[src/rtl/ama_riscv_fwd_scoreboard_pkg.sv]
// Shared types for operand forwarding and the pending-write scoreboard.
// Holds the register address type, the bypass-select and hazard structs, the
// scoreboard counter type, and the register-pair mapping helper.
package ama_riscv_fwd_scoreboard_pkg;

  localparam int RF_ADDR_W  = 5;
  localparam int SB_MAX_LAT = 7;
  localparam int SB_CNT_W   = $clog2(SB_MAX_LAT + 1);

  typedef logic [RF_ADDR_W-1:0] rf_addr_t;
  typedef logic [SB_CNT_W-1:0]  sb_cnt_t;

  localparam rf_addr_t RF_X0_ZERO = '0;

  // Bypass select for one operand: which stage and which half of a pair.
  typedef struct packed {
    logic on_rdp;    // value comes from the paired-register write
    logic from_wbk;  // value comes from writeback rather than mem
  } fwd_be_t;

  typedef struct packed {
    logic to_exe;    // hold the decode/exe boundary this cycle
  } hazard_t;

  // Paired register of a double-width write: partner within the even/odd pair.
  function automatic rf_addr_t get_rdp(input rf_addr_t rd);
    return {rd[RF_ADDR_W-1:1], ~rd[0]};
  endfunction

endpackage

[src/rtl/ama_riscv_sb_entry.sv]
// One scoreboard entry: busy flag plus remaining-latency counter.
// Latency: set/clear/decrement visible the cycle after the edge.
// Backpressure: freeze holds the counter; set and clear still apply.
// Ports: clk, rst_n (sync, active low), set/set_cnt (issue), clr (retire),
//        freeze (hold countdown), busy/cnt (current state).
module ama_riscv_sb_entry #(
  parameter int CNT_W = 3
) (
  input  logic             clk,
  input  logic             rst_n,
  input  logic             set,
  input  logic [CNT_W-1:0] set_cnt,
  input  logic             clr,
  input  logic             freeze,
  output logic             busy,
  output logic [CNT_W-1:0] cnt
);

  logic             busy_d, busy_q;
  logic [CNT_W-1:0] cnt_d, cnt_q;

  // Later assignments win: issue over retire over countdown.
  always_comb begin
    busy_d = busy_q;
    cnt_d  = cnt_q;
    if (busy_q && (cnt_q != '0) && !freeze) begin
      cnt_d = cnt_q - CNT_W'(1);
    end
    if (clr) begin
      busy_d = 1'b0;
      cnt_d  = '0;
    end
    if (set) begin
      busy_d = 1'b1;
      cnt_d  = set_cnt;
    end
  end

  always_ff @(posedge clk) begin
    if (!rst_n) begin
      busy_q <= 1'b0;
      cnt_q  <= '0;
    end else begin
      busy_q <= busy_d;
      cnt_q  <= cnt_d;
    end
  end

  assign busy = busy_q;
  assign cnt  = cnt_q;

endmodule

[src/rtl/ama_riscv_fwd_scoreboard.sv]
// Operand forwarding unit with a per-register pending-write scoreboard.
// Latency: fwd_en/fwd_sel/hazard combinational; scoreboard updates next cycle.
// Backpressure: hazard.to_exe stalls issue; a stalled issue is not recorded.
// Ports: issue (iss_*), freeze, flush, writeback retire (wb_*), mem/wbk stage
//        destinations (rd_*_mem/wbk), per-operand rs_dec/src_used in,
//        fwd_en/fwd_sel/hazard out, busy_vec debug out.
module ama_riscv_fwd_scoreboard
  import ama_riscv_fwd_scoreboard_pkg::*;
#(
  parameter int NUM_SRC   = 2,
  parameter int NUM_REGS  = 32,
  parameter int MAX_LAT   = 7,
  parameter int PAIRED_EN = 1,
  localparam int LAT_W    = $clog2(MAX_LAT + 1)
) (
  input  logic                       clk,
  input  logic                       rst_n,
  input  logic                       iss_valid,
  input  rf_addr_t                   iss_rd,
  input  logic                       iss_rd_we,
  input  logic                       iss_rdp_we,
  input  logic [LAT_W-1:0]           iss_lat,
  input  logic                       freeze,
  input  logic                       flush,
  input  logic                       wb_valid,
  input  rf_addr_t                   wb_rd,
  input  logic                       wb_rd_we,
  input  logic                       wb_rdp_we,
  input  rf_addr_t                   rd_mem,
  input  rf_addr_t                   rd_wbk,
  input  logic                       rd_we_mem,
  input  logic                       rdp_we_mem,
  input  logic                       rd_we_wbk,
  input  logic                       rdp_we_wbk,
  input  rf_addr_t [NUM_SRC-1:0]     rs_dec,
  input  logic [NUM_SRC-1:0]         src_used,
  output logic [NUM_SRC-1:0]         fwd_en,
  output fwd_be_t [NUM_SRC-1:0]      fwd_sel,
  output hazard_t                    hazard,
  output logic [NUM_REGS-1:0]        busy_vec
);

  // Pair writes disappear entirely when pairing is disabled.
  logic iss_rdp_we_i, wb_rdp_we_i, rdp_we_mem_i, rdp_we_wbk_i;
  assign iss_rdp_we_i = (PAIRED_EN != 0) && iss_rdp_we;
  assign wb_rdp_we_i  = (PAIRED_EN != 0) && wb_rdp_we;
  assign rdp_we_mem_i = (PAIRED_EN != 0) && rdp_we_mem;
  assign rdp_we_wbk_i = (PAIRED_EN != 0) && rdp_we_wbk;

  rf_addr_t iss_rdp, wb_rdp, rdp_mem, rdp_wbk;
  assign iss_rdp = get_rdp(iss_rd);
  assign wb_rdp  = get_rdp(wb_rd);
  assign rdp_mem = get_rdp(rd_mem);
  assign rdp_wbk = get_rdp(rd_wbk);

  logic iss_fire;
  assign iss_fire = iss_valid && !flush && !hazard.to_exe;

  // ---------------------------------------------------------------------------
  // Scoreboard entries; x0 has no entry and reads as never busy.
  // ---------------------------------------------------------------------------
  logic [NUM_REGS-1:0] busy_w;
  logic [LAT_W-1:0]    cnt_w [1:NUM_REGS-1];

  assign busy_w[0] = 1'b0;

  for (genvar r = 1; r < NUM_REGS; r++) begin : g_entry
    localparam rf_addr_t R = rf_addr_t'(r);
    logic set_r, clr_r;

    // r >= 1, so a match on iss_rd already implies rd != x0.
    assign set_r = iss_fire &&
                   ((iss_rd_we && (iss_rd == R)) || (iss_rdp_we_i && (iss_rdp == R)));
    assign clr_r = wb_valid &&
                   ((wb_rd_we && (wb_rd == R)) || (wb_rdp_we_i && (wb_rdp == R)));

    ama_riscv_sb_entry #(
      .CNT_W (LAT_W)
    ) u_entry (
      .clk     (clk),
      .rst_n   (rst_n),
      .set     (set_r),
      .set_cnt (iss_lat),
      .clr     (clr_r),
      .freeze  (freeze),
      .busy    (busy_w[r]),
      .cnt     (cnt_w[r])
    );
  end

  assign busy_vec = busy_w;

  // ---------------------------------------------------------------------------
  // Per-operand comparators, bypass select and stall contribution.
  // ---------------------------------------------------------------------------
  logic [NUM_SRC-1:0] src_haz;

  for (genvar i = 0; i < NUM_SRC; i++) begin : g_src
    rf_addr_t         rs;
    logic             nz;
    logic             mem_rd_m, mem_rdp_m, wbk_rd_m, wbk_rdp_m;
    logic             mem_m, wbk_m;
    logic             rs_busy;
    logic [LAT_W-1:0] rs_cnt;
    fwd_be_t          sel;

    assign rs = rs_dec[i];
    assign nz = (rs != RF_X0_ZERO) && src_used[i];

    assign mem_rd_m  = rd_we_mem    && (rs == rd_mem);
    assign mem_rdp_m = rdp_we_mem_i && (rs == rdp_mem);
    assign wbk_rd_m  = rd_we_wbk    && (rs == rd_wbk);
    assign wbk_rdp_m = rdp_we_wbk_i && (rs == rdp_wbk);
    assign mem_m     = mem_rd_m || mem_rdp_m;
    assign wbk_m     = wbk_rd_m || wbk_rdp_m;

    always_comb begin
      rs_busy = 1'b0;
      rs_cnt  = '0;
      for (int r = 1; r < NUM_REGS; r++) begin
        if (rs == rf_addr_t'(r)) begin
          rs_busy = busy_w[r];
          rs_cnt  = cnt_w[r];
        end
      end
    end

    // mem is the younger producer, so it wins over wbk.
    always_comb begin
      sel.from_wbk = !mem_m;
      sel.on_rdp   = 1'b0;
      if (mem_m) begin
        sel.on_rdp = !mem_rd_m;
      end else if (wbk_m) begin
        sel.on_rdp = !wbk_rd_m;
      end
    end

    assign fwd_sel[i] = sel;
    assign fwd_en[i]  = rst_n && nz && (mem_m || wbk_m);

    // A busy source with no visible producer stalls conservatively: its value
    // may be in a stage that is not a bypass point.
    assign src_haz[i] = nz && rs_busy && ((rs_cnt != '0) || !(mem_m || wbk_m));
  end

  assign hazard = hazard_t'{to_exe: rst_n && (|src_haz)};

endmodule

[config.mk]
export PLATFORM = sky130hd
export DESIGN_NAME = ama_riscv_fwd_scoreboard
export DESIGN_NICKNAME = d
export VERILOG_FILES = /design/src/rtl/ama_riscv_fwd_scoreboard_pkg.sv /design/src/rtl/ama_riscv_sb_entry.sv /design/src/rtl/ama_riscv_fwd_scoreboard.sv
export SDC_FILE = /design/constraint.sdc
export NUM_CORES = 1
export LEC_CHECK = 0
export BUFFER_PORTS_ARGS = -buffer_cell sky130_fd_sc_hd__buf_2
export CAP_MARGIN = 20
export CORE_UTILIZATION = 57
export CTS_BUF_LIST = sky130_fd_sc_hd__clkbuf_4
export CTS_CLUSTER_SIZE = 40
export DETAILED_ROUTE_END_ITERATION = 6
export HOLD_SLACK_MARGIN = 0.1
export PLACE_DENSITY = 0.79
export SLEW_MARGIN = 20
export SYNTH_ARGS = -nofsm -noshare
export SYNTH_HDL_FRONTEND = slang
export SYNTH_SLANG_ARGS = --single-unit
export TNS_END_PERCENT = 50
[constraint.sdc]
create_clock -name clk -period 2.9 [get_ports clk]
set_clock_uncertainty 0.05 [all_clocks]
set_input_delay 0.29 -clock clk [delete_from_list [all_inputs] [get_ports clk]]
set_output_delay 0.29 -clock clk [all_outputs]
set_load 0.03 [all_outputs]
==> results_dict.tcl <==
set metrics [dict create \
    status "complete, but fails checks" \
    violations "design-rule violations, negative setup slack" \
    yosys-top-cells-area "dfxtp_1 22%, mux2i_1 7.4%, ha_1 6.8%" \
    grt_usage_pct 52.6 \
    yosysSeqAreaShare_pct 21.8 \
    ioPinCount 88 \
    cp.required_ns 3.32 \
    cp-end-kind "register" \
    drc 4 \
    grt_pass1_wl_mm 79.2 \
    async_reset_ff_share_pct 0 \
    path_clk_slew_ns 0.15 \
    reg2reg_from "g_entry[14].u_entry.cnt[1]$_SDFFE_PN0P_" \
    r2r_slack_ns -0.65 \
    yosysTopAreaCell "dfxtp_1" \
    clock_latency_ns 0.60 \
    synth.most_common_cell "nor2_1" \
    start_util_pct 58.2 \
    min_from "iss_rd[4]" \
    final_cell_area_mm2 0.0151 \
    dieArea_mm2 0.0205 \
    startpoint "g_entry[14].u_entry.cnt[1]$_SDFFE_PN0P_" \
    intPower_w 0.00290 \
    portBuffers 86 \
    power_frac_comb_pct 26.6 \
    layout-drive-gt1-share_pct 33.3 \
    multi_input_area_mm2 0.00836 \
    synth_fp_nets 1570 \
    worstMarginPinSlew_ns 1.07 \
    swShare_pct 34.9 \
    reg2regPathDepth 14 \
    utilization_pct 77.3 \
    hpwl_mm 39.8 \
    arrival_ns 3.97 \
    synth_enable_flop_cells 0 \
    final_nets 1889 \
    yosys_warnings 0 \
    slew_headroom_pct 28.4 \
    cts.sinks 124 \
    post_synth_num_cell_types 81 \
    power_frac_clock_pct 34.7 \
    max_cap_violations 0 \
    cts_max_level 4 \
    fmax_mhz 282 \
    min_to "g_entry[3].u_entry.busy$_SDFFE_PN0P_" \
    p_sw_w 0.00156 \
    seqCellArea_mm2 0.00250 \
    worst_slack_ns -0.650 \
    wire_per_inst_um 27.8 \
    worstPathMaxFanout 8 \
    power.density_mw_per_mm2 295 \
    startpoint_type "register" \
    cts_made_buffers 17 \
    firstDrtPassIters 7 \
    grt_pass1_vias 13542 \
    wl_mm 57.3 \
    die_h_um 143 \
    grt_max_degree 32 \
    gp_congestion 1.10 \
    viasPerCell 7.11 \
    netlist_area_mm2 0.0114 \
    rsz0062_at_grt "true" \
    crit_type "register to register" \
    holdPathStages 5 \
    worst_r2r_endpoint "g_entry[16].u_entry.cnt[0]$_SDFFE_PN0P_" \
    hp-class "primary input to register" \
    synth.avg_cell_area_um2 7.79 \
    grt-ovfl-total 0 \
    cts_tree "yes" \
    fp.coreArea_mm2 0.0195 \
    ir_worst_vdd_uv 283 \
    dr.first_iter.drc_count 2676 \
    ant_nets 0 \
    netlist.area_leader.share_pct 21.8 \
    antenna_found_initial 2 \
    fill_cells 1294 \
    power_frac_seq_pct 38.7 \
    synth_common_cells "131 x nor2_1, 124 x dfxtp_1, 102 x o21ai_0, 96 x inv_1, 84 x mux2i_1" \
    die_x_um 143 \
    synth_ff_type "dfxtp_1" \
    place_area_mm2 0.0139 \
    synth_seq_cells 124 \
    clockBufferDepth 2 \
    hold_viol 0 \
    slew_violations 0 \
    synthCells 1459 \
    area_delta_synth_final_pct 32.8 \
    period_share_pct 122 \
    num_rows 51 \
    vias 14647 \
    setup_viol_count_final 125 \
    layout_min_cycle_time_ns 3.55 \
    cts_root_buf "clkbuf_4" \
    leakagePower_nw 6.05 \
]
## layer usage
metal	vias up	GRT usage (%)	wire length, um
met5	-	1.00	0
met4	0	35.9	5160
met3	502	16.4	8760
met2	1519	78.8	23000
met1	6709	64.2	20400
li1	5917	-	-
## worst max-delay path, stage by stage (launching register included)
cell and delay [ns]:
dfxtp_4 0.40, mux4_2 0.51, a2111oi_4 0.35, o2111ai_2 0.19, nor4_2 0.20, buf_4 0.16, o211ai_1 0.17, a22oi_4 0.26
buf_4 0.14, buf_6 0.08, buf_6 0.12, buf_6 0.12, buf_12 0.13, and3_4 0.20, mux2_2 0.34
## worst max path at each step
stage,end,slack [ns]
finish,g_entry[16].u_entry.cnt[0]$_SDFFE_PN0P_,-0.65
global route,g_entry[16].u_entry.cnt[0]$_SDFFE_PN0P_,-0.72
floorplan,g_entry[28].u_entry.cnt[2]$_SDFFE_PN0P_,-0.11
detailed placement,g_entry[24].u_entry.cnt[2]$_SDFFE_PN0P_,-0.70
global placement,g_entry[24].u_entry.cnt[2]$_SDFFE_PN0P_,-0.68
CTS,hazard,-0.60
## sequential cells by signal, summed over array words and instances, names as in the netlist
signal / flops
g_entry.u_entry.cnt: 93
g_entry.u_entry.busy: 31
## cell families after synthesis
kind of cell,Yosys count,synth area share (%)
AND/OR/NAND/NOR,492,23.6
AO/OA/AOI/OAI,371,22.0
buffers and inverters,221,8.97
other,1,0.0330
multiplexers,122,11.7
XOR/XNOR,66,5.09
adder cells (fa/ha/maj),62,6.83
flip-flops,124,21.8
## final cells by class
| type | count | share of cell area, % |
|---|---|---|
| diodes | 3 | 0.0497 |
| clock buffers | 19 | 0.945 |
| clock inverters | 13 | 1.27 |
| inverters | 99 | 2.49 |
| multi-input cells | 1114 | 55.4 |
| flip-flops and latches | 124 | 16.6 |
| well taps | 265 | 2.20 |
| repair buffers | 422 | 21.1 |
## cells in the final DEF (no fill, tap or decap), types with 10 or more instances in the layout
master | netlist | routed
mux2i_1 | 84 | 83
o22ai_1 | 14 | 14
xnor2_1 | 47 | 47
a211o_1 | 37 | 37
a211oi_1 | 12 | 12
o211ai_1 | 21 | 21
clkbuf_4 | 0 | 19
nor2_1 | 131 | 131
nor3_1 | 30 | 29
buf_2 | 35 | 85
nand3_1 | 40 | 25
dfxtp_2 | 0 | 10
buf_4 | 35 | 305
o21ai_0 | 102 | 95
inv_1 | 96 | 95
nor3b_1 | 35 | 35
nand3b_1 | 12 | 12
ha_1 | 62 | 62
buf_6 | 2 | 17
nand2_1 | 83 | 83
mux2_2 | 26 | 23
o221ai_1 | 11 | 11
buf_12 | 0 | 11
a21oi_1 | 72 | 48
xor2_1 | 19 | 19
nand2b_1 | 25 | 25
dfxtp_1 | 124 | 113
nor2b_1 | 32 | 32
nand3_4 | 1 | 20
a22oi_1 | 10 | 10
a21oi_2 | 0 | 24
## per-stage QoR
stage / hold slack (ns) / total power (W) / setup slack, ns / std cells / setup TNS (ns)
after global placement: 0.428 / 0.00272 / -0.682 / 2000 / -58.61
final: 0.198 / 0.00446 / -0.650 / 2059 / -52.48
after global routing: 0.208 / 0.00451 / -0.716 / 2057 / -61.35
after detailed placement: 0.474 / 0.00273 / -0.702 / 2000 / -64.35
after floorplan: 0.388 / 0.00227 / -0.108 / 1459 / -2.08
after CTS: 0.190 / 0.00424 / -0.600 / 2043 / -33.74
## power by group through the flow
stage	registers, W	logic [W]	clock network, W
6_report	0.00172	0.00119	0.00155
5_1_grt	0.00172	0.00121	0.00158
4_1_cts	0.00172	0.00104	0.00148
3_5_place_dp	0.00176	0.000971	0
3_3_place_gp	0.00176	0.000958	0
2_1_floorplan	0.00176	0.000510	0
## what timing repair did
| action | in CTS | in global routing |
|---|---|---|
| endpoints found under the hold margin | 6 | 0 |
| gates resized for setup | 58 | 76 |
| hold buffers | 3 | 0 |
| pin swaps | 7 | 8 |
| endpoints found under the setup margin | 125 | 125 |
| cloned | 1 | 0 |
| buffers inserted | 9 | 13 |
No activity file was read; power rests on OpenSTA's default activity.
